### src/rtl/miller_frame_rx.sv
// Modified-Miller (ISO 14443-A, 106 kbit/s) frame receiver: pause detection, ETU phase
// tracking with drift realignment, symbol decode, and SOF/EOF/error framing.
//
// state | meaning
// IDLE  | waiting for a pause start (SOF)
// RX    | frame in progress, ETU phase counter running
module miller_frame_rx #(
   parameter int ETU_CLKS  = 32,
   parameter int Z_WIN     = 4,
   parameter int X_LO      = 12,
   parameter int X_HI      = 20,
   parameter int PAUSE_MAX = 16
) (
   input  logic       clk,
   input  logic       in_PoR,
   input  logic       in_data,
   output logic       out_bit,
   output logic       out_bit_valid,
   output logic       out_sof,
   output logic       out_eof,
   output logic       out_err,
   output logic       out_busy,
   output logic [7:0] out_nbits
);

   localparam int PH_W  = $clog2(ETU_CLKS);
   localparam int LOW_W = $clog2(PAUSE_MAX + 1);
   localparam logic [PH_W-1:0]  PH_LAST = PH_W'(ETU_CLKS - 1);
   localparam logic [PH_W-1:0]  PH_ZWIN = PH_W'(Z_WIN);
   localparam logic [PH_W-1:0]  PH_XLO  = PH_W'(X_LO);
   localparam logic [PH_W-1:0]  PH_XHI  = PH_W'(X_HI);
   localparam logic [PH_W-1:0]  PH_XRE  = PH_W'((X_LO + X_HI) / 2 + 1);
   localparam logic [LOW_W-1:0] LOW_MAX = LOW_W'(PAUSE_MAX);

   typedef enum logic {S_IDLE, S_RX} state_t;

   state_t            state_q, state_d;
   logic [PH_W-1:0]   ph_q, ph_d;
   logic              seen_q, seen_d, symx_q, symx_d, err_q, err_d;
   logic              sof_q, sof_d, prev_q, prev_d;
   logic              bit_d, valid_d, sofo_d, eof_d, erro_d;
   logic [7:0]        nbits_d;
   logic              sync1, sync2, sync3;
   logic [2:0]        arm_q;
   logic [LOW_W-1:0]  low_cnt;
   logic              pause_start, low_ovf, in_z, in_x, fail;

   // arm_q keeps the preset synchronizer values from looking like a falling edge after reset
   always_ff @(posedge clk or negedge in_PoR) begin
      if (!in_PoR) begin
         sync1   <= 1'b1;
         sync2   <= 1'b1;
         sync3   <= 1'b1;
         arm_q   <= '0;
         low_cnt <= '0;
      end else begin
         sync1 <= in_data;
         sync2 <= sync1;
         sync3 <= sync2;
         arm_q <= {arm_q[1:0], 1'b1};
         if (sync2)
            low_cnt <= '0;
         else if (low_cnt != LOW_MAX)
            low_cnt <= low_cnt + LOW_W'(1);
      end
   end

   assign pause_start = arm_q[2] & sync3 & ~sync2;
   assign low_ovf     = ~sync2 & (low_cnt == LOW_MAX);
   assign in_z        = (ph_q <= PH_ZWIN);
   assign in_x        = (ph_q >= PH_XLO) && (ph_q <= PH_XHI);

   always_comb begin
      state_d = state_q;
      ph_d    = ph_q;
      seen_d  = seen_q;
      symx_d  = symx_q;
      err_d   = err_q;
      sof_d   = sof_q;
      prev_d  = prev_q;
      bit_d   = 1'b0;
      valid_d = 1'b0;
      sofo_d  = 1'b0;
      eof_d   = 1'b0;
      erro_d  = 1'b0;
      nbits_d = out_nbits;
      fail    = 1'b0;
      case (state_q)
         S_IDLE: begin
            ph_d = '0;
            if (pause_start) begin
               state_d = S_RX;
               ph_d    = PH_W'(1);
               seen_d  = 1'b1;
               symx_d  = 1'b0;
               err_d   = 1'b0;
               sof_d   = 1'b1;
               prev_d  = 1'b0;
            end
         end
         S_RX: begin
            if (ph_q != PH_LAST) begin
               ph_d = ph_q + PH_W'(1);
               if (low_ovf)
                  err_d = 1'b1;
               if (pause_start) begin
                  if (seen_q)
                     err_d = 1'b1;
                  else if (in_z) begin
                     seen_d = 1'b1;
                     symx_d = 1'b0;
                     ph_d   = PH_W'(1);
                  end else if (in_x) begin
                     seen_d = 1'b1;
                     symx_d = 1'b1;
                     ph_d   = PH_XRE;
                  end else
                     err_d = 1'b1;
               end
            end else begin
               // ETU boundary: a pause landing here belongs to the next ETU and is out of window
               ph_d   = '0;
               seen_d = 1'b0;
               sof_d  = 1'b0;
               err_d  = pause_start;
               fail   = err_q | low_ovf | (seen_q & ~symx_q & prev_q);
               if (fail) begin
                  erro_d  = 1'b1;
                  state_d = S_IDLE;
               end else if (sof_q) begin
                  sofo_d  = 1'b1;
                  nbits_d = '0;
                  prev_d  = 1'b0;
               end else if (seen_q | prev_q) begin
                  valid_d = 1'b1;
                  bit_d   = seen_q & symx_q;
                  prev_d  = seen_q & symx_q;
                  if (out_nbits != 8'hFF)
                     nbits_d = out_nbits + 8'd1;
               end else begin
                  eof_d   = 1'b1;
                  state_d = S_IDLE;
               end
            end
         end
         default: state_d = S_IDLE;
      endcase
   end

   always_ff @(posedge clk or negedge in_PoR) begin
      if (!in_PoR) begin
         state_q       <= S_IDLE;
         ph_q          <= '0;
         seen_q        <= 1'b0;
         symx_q        <= 1'b0;
         err_q         <= 1'b0;
         sof_q         <= 1'b0;
         prev_q        <= 1'b0;
         out_bit       <= 1'b0;
         out_bit_valid <= 1'b0;
         out_sof       <= 1'b0;
         out_eof       <= 1'b0;
         out_err       <= 1'b0;
         out_nbits     <= '0;
      end else begin
         state_q       <= state_d;
         ph_q          <= ph_d;
         seen_q        <= seen_d;
         symx_q        <= symx_d;
         err_q         <= err_d;
         sof_q         <= sof_d;
         prev_q        <= prev_d;
         out_bit       <= bit_d;
         out_bit_valid <= valid_d;
         out_sof       <= sofo_d;
         out_eof       <= eof_d;
         out_err       <= erro_d;
         out_nbits     <= nbits_d;
      end
   end

   assign out_busy = (state_q == S_RX);

endmodule
### config.mk
export PLATFORM = sky130hd
export DESIGN_NAME = miller_frame_rx
export DESIGN_NICKNAME = d
export VERILOG_FILES = /design/src/rtl/miller_frame_rx.sv
export SDC_FILE = /design/constraint.sdc
export NUM_CORES = 1
export LEC_CHECK = 0
export BUFFER_PORTS_ARGS = -buffer_cell sky130_fd_sc_hd__buf_2
export CAP_MARGIN = 20
export CORE_MARGIN = 5
export CORE_UTILIZATION = 45
export CTS_CLUSTER_SIZE = 40
export DETAILED_ROUTE_END_ITERATION = 8
export MAX_ROUTING_LAYER = met4
export SYNTH_ARGS = -nofsm -noshare
export SYNTH_HDL_FRONTEND = slang
export SYNTH_SLANG_ARGS = --single-unit
export TNS_END_PERCENT = 30
### constraint.sdc
create_clock -name clk -period 6.4 [get_ports clk]
set_clock_uncertainty 0.2 [all_clocks]
set_input_delay 1.28 -clock clk [delete_from_list [all_inputs] [get_ports clk]]
set_output_delay 1.28 -clock clk [all_outputs]
set_load 0.02 [all_outputs]
; ---- Yosys cells after proc, flatten, opt, wreduce, memory -nomap -nowiden
; Index checks and enable logic that the tools add are counted.
[word_totals]
word_cells = 127
input_bits = 3
output_inout_bits = 14
ff_bits = 35
[op_classes]
eq_ne = 13
n_mux = 67
bitwise = 14
add_sub_neg = 3
n_reduce_logical = 9
order_cmp = 3
[ops]
columns = op, count
row1 = two-way mux 1 bit, 50
row2 = two-way mux 5 bit, 7
row3 = two-way mux 8 bit, 3
row4 = one-hot mux 1 bit (2 select lines), 6
row5 = adder 5 x 1 -> 5 bit (second input constant), 2
row6 = != test 5 bit (second input constant), 2
row7 = one-hot mux 5 bit (2 select lines), 1
row8 = AND reduction 5 bit, 2
row9 = adder 8 x 1 -> 8 bit (second input constant), 1
row10 = != test 2 bit (second input constant), 4
row11 = != test 8 bit (second input constant), 1
row12 = bitwise AND 1 bit, 6
row13 = != test 3 x 1 -> 1 bit (second input constant), 2
row14 = nonzero test 2 bit, 3
row15 = equality test 5 bit (second input constant), 1
row16 = greater-or-equal comparator 5 x 4 -> 1 bit (second input constant), 1
row17 = <= comparator 5 x 3 -> 1 bit (second input constant), 1
row18 = <= comparator 5 bit (second input constant), 1
row19 = NOT 1 bit, 5
row20 = != test 2 x 1 -> 1 bit (second input constant), 2
row21 = AND reduction 2 bit, 2
row22 = AND reduction 4 bit, 1
row23 = != test 3 bit (second input constant), 1
row24 = OR 1 bit, 3
row25 = logical AND 1 bit, 1

; ---- Depth between registers and ports, before layout
; Gate-level depths: netlist of run 1.
[logic_depth]
ltp_word = 9
ltp_mapped = 8
depth_no_buf = 7

; ---- Worst setup path before layout of run 1
; Ideal clock, no wire load.
[synth_timing]
kind = reg2reg
startpoint = register ph_q[0]
endpoint = register out_nbits[7]
setup_ns = 0.077
period_less_slack_ns = 2.151
path_stages_with_launch = 8
path_slack_ns = 4.249
required_time_ns = 6.123
path_buffers = 0
arrival_time_ns = 1.874
cell_sequence = dfrtp_1 ha_1 and3_1 ha_1 and3b_2 o211ai_4 or4_1 a21oi_1
[synth_via]
elab_chain_cells = 3
[synth_rtl]
columns = element, line_no
row1 = "start, declared", 38  ; logic [PH_W-1:0] ph_q, ph_d;
row2 = "start signal, assigned", 167  ; ph_q <= ph_d;
row3 = != test 5 bit, 102  ; if (ph_q != PH_LAST) begin
row4 = NOT 1 bit (no source line), n/a
row5 = AND reduction 5 bit (no source line), n/a
row6 = "end signal, assigned", 178  ; out_nbits <= nbits_d;
row7 = "end, declared", 23  ; output logic [7:0] out_nbits
; Every way passes these cells.
; A chain may end at the register's enable or synchronous reset.

; ---- Worst setup path in the final report of run 1
[layout_timing]
startpoint = register state_q, in the netlist out_busy
endpoint = output out_busy
[layout_rtl]
columns = element, line_no
row1 = "start, declared", 37  ; state_t state_q, state_d;
row2 = "start signal, assigned", 166  ; state_q <= state_d;
row3 = "end, declared", 22  ; output logic out_busy,
; No word-level cell between the ends.

==> results of run 1 <==
## layer usage
layer / global-route usage (%) / share of wire [%] / vias up
met5: - / 0 / -
met4: 6.889 / 1.6 / 0
met3: 3.366 / 3.9 / 5
met2: 23.06 / 49 / 18
met1: 18.22 / 46 / 616
li1: - / - / 619
## per-stage QoR
stage	std cells	utilization, %	power [mW]	setup WS, ns
after floorplan	162	-	0.4354	4.249
after global placement	220	49.21	0.4788	4.059
after detailed placement	220	49.21	0.4855	3.989
after CTS	228	52.43	0.6928	3.840
after global routing	228	52.43	0.7395	3.783
final	228	52.43	0.6859	3.857
## registers in the layout, summed over array words and instances, names as in the netlist, 3 cells and up
name and flops:
arm_q 3, low_cnt 5, out_nbits 8, ph_q 5
## layout by cell type (no fill, tap or decap), types with 3 or more instances in the layout
| master | netlist | layout |
|---|---|---|
| a21oi_1 | 8 | 8 |
| buf_2 | 1 | 16 |
| clkbuf_8 | 0 | 6 |
| dfrtp_1 | 32 | 32 |
| dfstp_2 | 3 | 3 |
| ha_1 | 6 | 6 |
| inv_1 | 9 | 9 |
| nand2_1 | 9 | 9 |
| nand3_1 | 6 | 6 |
| nand3b_1 | 4 | 4 |
| nor2_1 | 19 | 19 |
| nor3_1 | 4 | 4 |
| o21a_1 | 4 | 4 |
| o21ai_0 | 3 | 3 |
| o311a_1 | 3 | 3 |
| o31ai_1 | 6 | 6 |
| or4_1 | 4 | 4 |
| xor2_1 | 4 | 4 |
## how the worst max path moves through the flow
stage	end	slack, ns	depth (start not counted)
finish	out_busy	3.86	1
detailed placement	out_nbits[7]	3.99	7
global placement	out_nbits[4]	4.06	7
global route	out_busy	3.78	1
floorplan	out_nbits[7]	4.25	7
CTS	out_busy	3.84	1
## cell type report
| class | count | area (um^2) | share of cell area (%) |
|---|---|---|---|
| sequential | 35 | 879.6 | 45.83 |
| multi-input combinational | 112 | 748.2 | 38.98 |
| clock buffer | 6 | 82.58 | 4.302 |
| timing repair buffer | 16 | 80.08 | 4.172 |
| tap | 48 | 60.06 | 3.129 |
| clock inverter | 2 | 35.03 | 1.825 |
| inverter | 9 | 33.78 | 1.760 |
## cell usage after synthesis (2+ instances only)
library cell / count
nor3_1: 4
xnor2_1: 2
or4_1: 4
dfstp_2: 3
a31o_2: 2
clkbuf_1: 3
o31ai_1: 6
nand2b_1: 2
dfrtp_1: 32
o311a_1: 3
nand3b_1: 4
nand4_1: 2
a21oi_1: 8
inv_1: 9
nand2_1: 9
or3_1: 2
ha_1: 6
o21ai_0: 3
and3_1: 2
nand3_1: 6
nor2b_1: 2
o21a_1: 4
xor2_1: 4
a311o_1: 2
nor2_1: 19
## cell families after synthesis
family	after synthesis	share of synthesized area, %
AOI/OAI and AO/OA	38	17.17
xor gates and xnor gates	6	3.109
adders and majority gates	6	4.441
buffers and inverters	15	3.700
DFF	35	52.04
muxes	1	0.6661
other	1	0.2218
and+or+nand+nor	60	18.65
## power breakdown
part	switching, mW	total [mW]	internal (mW)
Sequential	0.0470	0.302	0.255
Clock	0.0791	0.205	0.126
Combinational	0.0991	0.179	0.0796
==> metrics.cfg, run 1 <==
[run_status]
run_status = completed

[drt]
vias_per_cell = 5.518
drt-initial-drc-count = 66
vias = 1258
drtAntennaViolNets = 0
average_routed_wire_per_standard_cell_um = 14.32
dr.pass1.iters = 4
drcViolationCount = 0
postRouteWirelength_um = 3264

[die]
floorplan.die.height_um = 71.29
starting_utilization_of_the_core_area_pct = 46.17
die_w_um = 71.29
floorplan.die_area_mm2 = 0.005082
io-pin-count = 17
standard_cell_rows = 22
core_area_mm2 = 0.003661

[timing]
fmaxAchievable_mhz = 393.2
final.period_utilization_pct = 39.74
final_critical_path_required_period_ns = 2.543
worst-slew-pin-transition_ns = 0.7584
hold_ws_ns = 0.1535
final_hold_viol_count = 0
timing.slew.headroom_pct = 49.44
unrepaired_setup_endpoints_after_global_routing = false
setup_tns_ns = 0
report.final.setup_viol = 0
timing.final.max_slew_violations = 0

[logic_synthesis]
synth-edff-count = 0
yosys_warnings = 0
syn_nets = 171
synth-seq-area-share_pct = 52.04
syn-mean-instance-area_um2 = 10.43
post_synth_instance_area_mm2 = 0.001690
synth_seq_cells = 35
post-synth-top-area-cell = dfrtp_1
count_of_unique_library_cells_instantiated_by_yosys = 44
async_sr_flop_fraction_pct = 100.0
syn_inst = 162
dominantRegCellSynth = dfrtp_1
post_synth_main_area_contributors = dfrtp_1, dfstp_2, ha_1, nor2_1, o31ai_1
synth_largest_type_area_fraction_pct = 47.37

[grt]
grtUsageTotal_pct = 14.79
grt_start_max_net_pins = 36
wire_length_of_the_first_global_routing_pass_um = 5789
overflow = 0
grt_pass1_vias = 1279
grt_antenna_before_repair = 0

[cts]
cts_hold_buf = 0
post_cts_resized = 0
clk_latency_ns = 0.29
clkSinkCount = 35
tritoncts_clock_tree = done
cts.repair_timing.setup_buffer_count = 0
clockBufferDepth = 2
cts_root_buf = clkbuf_8
maximum_level_of_the_cts_h_tree = 2
clk_pin_slew_ns = 0.07
cts_made_buffers = 5

[worst_setup_path]
setup.reg_to_reg.worst_slack_ns = 3.94
path_cells = buf_2
worst_ep_arrival_time_ns = 1.06
rr_worst_depth = 7
biggest_cell_delay_along_the_critical_path_ns = 0.54
reg2reg_end = out_nbits[5]
cp_data_required_time_ns = 4.92
worstPathMaxFanout = 12
critPathCaptureType = primary output
start_kind = flop
slowest_stage = dfrtp_1
critical_path.n_buffers_inverters = 1
crit_family = flip-flops
reg2reg_from = ph_q[0]
setup.worst_path.start = out_busy
crit_type = flop to primary output

[power_and_ir_drop]
max-vdd-ir-drop_mv = 0.2796
power-per-cell-area_mw_per_mm2 = 357.4
leakagePower_nw = 0.8945

[placed_design]
placed_area_mm2 = 0.001802
place.detailed.hpwl_um = 2270
placement.io_buffers = 16
finalWeightedCongestion = 0.7908

[finish]
drive_above_1_share_pct = 18.33
postLayoutCellArea_mm2 = 0.001919
fillers = 339
nets = 188
area_delta_synth_final_pct = 13.55
antenna_cells_inserted = 0

[hold_path]
worstHoldStart = arm_q[1]
hold_path_class = flop to flop
min_to = arm_q[2]
hold_path_depth = 0

[job]
maxCapViolCount = 0

(Power assumes the default switching activity.)
==> run 2, diff against run 1 <==
- ABC_AREA: not set -> 1
- PLACE_DENSITY: not set -> 0.66
- clock period: 6.4 -> 2.3 ns (I/O delays scaled with it)
==> run 2 against run 1 <==
  * The flow now finishes with violations (negative hold slack)
  * Die area up 1.7%
  * Final cell count up 21%
  * Clock power rose to 3.2 times the previous value
  * Global-route usage up 0.44 points
  * Total power rose to 2.8 times the previous value
  * Sequential power rose to 2.7 times the previous value
  * Routed wire length down 0.40%
  * Setup slack worse by 3.4 ns
  * Via count up 5.6%
  * Cell area up 4.2%
  * Critical path type is now flop to flop
==> metrics.cfg, run 2 <==
[die]
die_w_um = 71.90
floorplan.die_area_mm2 = 0.005170
starting_utilization_of_the_core_area_pct = 46.74
core_area_mm2 = 0.003689
floorplan.die.height_um = 71.90
io-pin-count = 17
standard_cell_rows = 22

[worst_setup_path]
critical_path_depth = 9
worst_ep_arrival_time_ns = 1.86
slowest_stage = dfrtp_1
start_kind = flop
critical_path.n_buffers_inverters = 1
crit_type = flop to flop
rr_worst_depth = 9
crit_family = simple AND/OR/NAND/NOR gates
biggest_cell_delay_along_the_critical_path_ns = 0.40
cp_data_required_time_ns = 2.28
setup.worst_path.start = ph_q[0]
worst_path_most_repeated_cell = nand2_1
worstPathMaxFanout = 10
critPathCaptureType = flop
path_cells = ha_1 -> nand2_1 -> nor2_1 -> ha_1 -> nand4_4 -> nor2_8 -> inv_6 -> nand2_1 -> nand2_1
reg2reg_from = ph_q[0]

[timing]
fmaxAchievable_mhz = 531.4
unrepaired_setup_endpoints_after_global_routing = false
hold_ws_ns = -0.005569
final_hold_viol_count = 18
timing.final.max_slew_violations = 0
postLayoutSetupSlackWorst_ns = 0.4181
final.period_utilization_pct = 81.82
setup_tns_ns = 0
report.final.setup_viol = 0
final_critical_path_required_period_ns = 1.882

[drt]
vias = 1329
drcViolationCount = 0
drtAntennaViolNets = 0
dr.pass1.iters = 4
drt-initial-drc-count = 75
postRouteWirelength_um = 3251
vias_per_cell = 4.833
average_routed_wire_per_standard_cell_um = 11.82

[cts]
post_cts_resized = 0
cts_made_buffers = 5
cts.repair_timing.setup_buffer_count = 0
tritoncts_clock_tree = done
clk_latency_ns = 0.29
cts_hold_buf = 0
maximum_level_of_the_cts_h_tree = 2
clockBufferDepth = 2
clk_pin_slew_ns = 0.07
cts_root_buf = clkbuf_8
clkSinkCount = 35

[logic_synthesis]
dominantRegCellSynth = dfrtp_1
synth-seq-area-share_pct = 51.02
post-synth-top-area-cell = dfrtp_1
netlist_top_cells_count = nand2_1, dfrtp_1, inv_1
synth-edff-count = 0
async_sr_flop_fraction_pct = 100.0
count_of_unique_library_cells_instantiated_by_yosys = 26
synth_largest_type_area_fraction_pct = 46.44
syn_nets = 212
syn-mean-instance-area_um2 = 8.493
yosys_warnings = 0
syn_inst = 203
synth_seq_cells = 35
post-synth-top-count-cell = nand2_1
post_synth_main_area_contributors = dfrtp_1, nand2_1, nand3_1, inv_1, nor2_1
post_synth_instance_area_mm2 = 0.001724

[grt]
wire_length_of_the_first_global_routing_pass_um = 5934
grtUsageTotal_pct = 15.23
grt_start_max_net_pins = 36
grt_antenna_before_repair = 0
grt_pass1_vias = 1387
overflow = 0

[finish]
largest_reg_flops = 8
largest_register = out_nbits
antenna_cells_inserted = 0
drive_above_1_share_pct = 16.74
final_cell_mix = nand2_1, dfrtp_1, inv_1
mostFrequentLayoutCell = nand2_1
area_delta_synth_final_pct = 16.04
nets = 235
reg_top3 = out_nbits (8), low_cnt (5), ph_q (5)

[hold_path]
hold_path_class = input pin to asynchronous set/reset pin

[placed_design]
finalWeightedCongestion = 0.7932
placement.io_buffers = 16
place.detailed.hpwl_um = 2455
pre_cts_slack_ns = 0.4286

[power_and_ir_drop]
max-vdd-ir-drop_mv = 0.5229
power-per-cell-area_mw_per_mm2 = 969.5
leakagePower_nw = 1.095

[run_status]
run_status = complete, but fails checks
violated_checks = negative hold slack

[job]
maxCapViolCount = 0

## run 2: report_power, final
part	total [mW]	internal (mW)	switching (mW)
Clock	0.655	0.432	0.223
Sequential	0.811	0.709	0.103
Combinational	0.474	0.170	0.303
Total	1.94	1.31	0.629
## run 2: worst reg2reg max path: cells and delay by family, from the launching register on
family,cells,cell delay (ns)
adder cells (fa/ha/maj),2,0.46
AND/OR/NAND/NOR,6,0.65
flip-flops,1,0.40
buffers and inverters,1,0.07
## run 2: stage by stage
stage	cell area [um^2]	cells	hold WS, ns	total power [mW]	utilization [%]
6_report	2001	275	-0.005569	1.940	54.24
5_1_grt	2001	275	0.03884	2.093	54.24
4_1_cts	2001	275	0.001125	1.968	54.24
3_5_place_dp	1864	267	0.1373	1.297	50.54
3_3_place_gp	1864	267	0.1327	1.283	50.54
2_1_floorplan	1724	203	-0.03559	1.180	-
## run 2: layout make-up
type | count | area (um^2)
Fill cell | 357 | 1688
Sequential cell | 35 | 879.6
Multi-Input combinational cell | 140 | 730.7
Inverter | 27 | 106.4
Timing Repair Buffer | 17 | 87.58
Clock buffer | 5 | 68.82
Clock inverter | 3 | 67.56
Tap cell | 48 | 60.06
## run 2: path summary, 6_finish.rpt
check | end | slack [ns]
max | out_nbits[0] | 0.42
min reg2reg | arm_q[1] | 0.15
max reg2reg | out_nbits[0] | 0.42
max in group asynchronous | sync2 | 1.57
min | out_nbits[7] | -0.006
min in group clk | sync1 | 0.07
## run 2: cells by family after synthesis
logic type      share of synthesized area [%]
fa+ha+maj                               4.354
buf+inv                                 6.604
xor+xnor                                3.556
flops                                   51.02
other cells                            0.2175
compound gates                          3.555
simple gates                            30.70
## run 2: layer usage
metal / up-vias / GRT usage [%] / wire [um]
met3: 6 / 4.709 / 127
met4: 0 / 5.846 / 51
met2: 22 / 24.29 / 1611
met1: 626 / 18.08 / 1460
met5: - / - / 0
li1: 675 / - / -
==> run 3, diff against run 2 <==
- PLACE_DENSITY: 0.66 -> not set
- clock period: 2.3 -> 1.85 ns (I/O delays scaled with it)
==> run 3 against run 2 <==
  * The flow now finishes without violations
  * First-iteration DRC count is 29% lower
  * Register-to-register slack worse by 0.34 ns
  * Final cell count is 3.3% higher
  * Setup slack worse by 0.34 ns
  * Global-route usage is 0.65 points lower
  * Largest power group unchanged
==> metrics.cfg, run 3 (synthesis results as in run 2) <==
[die]
starting_utilization_of_the_core_area_pct = 46.74
floorplan.die.height_um = 71.90
io-pin-count = 17
core_area_mm2 = 0.003689
die_w_um = 71.90
floorplan.die_area_mm2 = 0.005170
standard_cell_rows = 22

[placed_design]
place.detailed.hpwl_um = 2388
finalWeightedCongestion = 0.8312
placement.io_buffers = 16
placed_area_mm2 = 0.001907

[finish]
nets = 244
postLayoutCellArea_mm2 = 0.002063
multi_input_area_um2 = 767.0
final_cell_mix = nand2_1, dfrtp_1, inv_1
reg_top3 = out_nbits (8), low_cnt (5), ph_q (5)
area_delta_synth_final_pct = 19.67
antenna_cells_inserted = 0
fillers = 361
largest_reg_flops = 8
area.sequential_um2 = 879.6
largest_register = out_nbits
drive_above_1_share_pct = 20.76
mostFrequentLayoutCell = nand2_1

[drt]
vias = 1395
dr.pass1.iters = 5
drtAntennaViolNets = 0
drcViolationCount = 0
postRouteWirelength_um = 3315
average_routed_wire_per_standard_cell_um = 11.67
vias_per_cell = 4.912
drt-initial-drc-count = 53

[grt]
use_met2_pct = 23.06
grt_antenna_before_repair = 0
grt_pass1_vias = 1362
overflow = 0
wire_length_of_the_first_global_routing_pass_um = 5713
grt_start_max_net_pins = 36
grtUsageMet1_pct = 17.70
global_route.peak_usage_layer = met2
grtUsageTotal_pct = 14.59
global_route.usage.met3_pct = 2.909

[worst_setup_path]
crit_family = simple AND/OR/NAND/NOR gates
biggest_cell_delay_along_the_critical_path_ns = 0.37
worst_ep_arrival_time_ns = 1.79
slowest_stage = dfrtp_1
worst_path_most_repeated_cell = nand2_1
critical_path_depth = 9
rr_worst_depth = 9
critPathCaptureType = flop
critical_path.n_buffers_inverters = 1
crit_type = flop to flop
start_kind = flop
cp_data_required_time_ns = 1.87
worstPathMaxFanout = 5
path_cells = ha_2 -> nand2_2 -> nor2_2 -> ha_4 -> nand4_4 -> buf_6 -> nor2_4 -> nand2_1 -> nand2_1

[timing]
fmaxAchievable_mhz = 565.4
final.period_utilization_pct = 95.60
final_hold_viol_count = 0
report.final.setup_viol = 0
final_critical_path_required_period_ns = 1.769
timing.final.max_slew_violations = 0

[cts]
cts_made_buffers = 5
tritoncts_clock_tree = done
clockBufferDepth = 2
clk_pin_slew_ns = 0.07
clkSinkCount = 35
clk_latency_ns = 0.29
maximum_level_of_the_cts_h_tree = 2
cts_root_buf = clkbuf_8

[power_and_ir_drop]
max-vdd-ir-drop_mv = 0.4789
power-per-cell-area_mw_per_mm2 = 1076
leakagePower_nw = 1.118
p_total_mw = 2.219

[job]
maxCapViolCount = 0

[hold_path]
hold_path_class = flop to flop
hold_path_depth = 0

[run_status]
run_status = completed

==> run 3: where the power goes <==
| group | internal, mW | total (mW) | switching, mW |
|---|---|---|---|
| combinational | 0.273 | 0.716 | 0.443 |
| sequential | 0.882 | 0.979 | 0.0970 |
| clock | 0.264 | 0.524 | 0.260 |
| total | 1.42 | 2.22 | 0.800 |
==> run 3: worst paths after layout <==
kind / start / endpoint / slack (ns)
max: ph_q[1] / out_nbits[6] / 0.08
min reg2reg: arm_q[0] / arm_q[1] / 0.15
max reg2reg: ph_q[1] / out_nbits[6] / 0.08
max in group asynchronous: in_PoR / sync3 / 0.83
min: arm_q[0] / arm_q[1] / 0.15
min in group asynchronous: in_PoR / prev_q / 0.37
==> run 3: metrics by stage <==
step                instances  hold WS, ns  setup WS [ns]  TNS (ns)  utilization [%]
global route              284       0.1631       -0.02578  -0.09395            55.94
CTS                       281       0.1574        0.03218         0            54.51
global placement          271       0.1405        0.05171         0            51.70
floorplan                 203      -0.1256         0.1117         0                -
finish                    284       0.1523        0.08143         0            55.94
detailed placement        271       0.1396        0.01115         0            51.70
==> run 3: area by class of cell <==
cell class / count / area share [%]
clock buffers: 7 / 3.699
clock inverters: 1 / 0.2426
multi-input cells: 141 / 37.17
flip-flops and latches: 35 / 42.63
inverters: 27 / 5.155
well taps: 48 / 2.911
repair buffers: 25 / 8.187
==> run 3: what timing repair did <==
action	CTS	global route
endpoints found under the setup margin	4	12
gates cloned	0	1
resized for setup	1	8
endpoints found under the hold margin	33	0
hold buffers	2	0
pin swaps	0	6
setup buffers	0	2
==> run 3: layer usage <==
metal | share of wire, % | vias to the layer above | routed length, um
li1 | - | 696 | -
met1 | 44 | 667 | 1461
met2 | 49 | 25 | 1633
met3 | 5.2 | 7 | 174
met4 | 1.4 | 0 | 46
met5 | 0 | - | 0
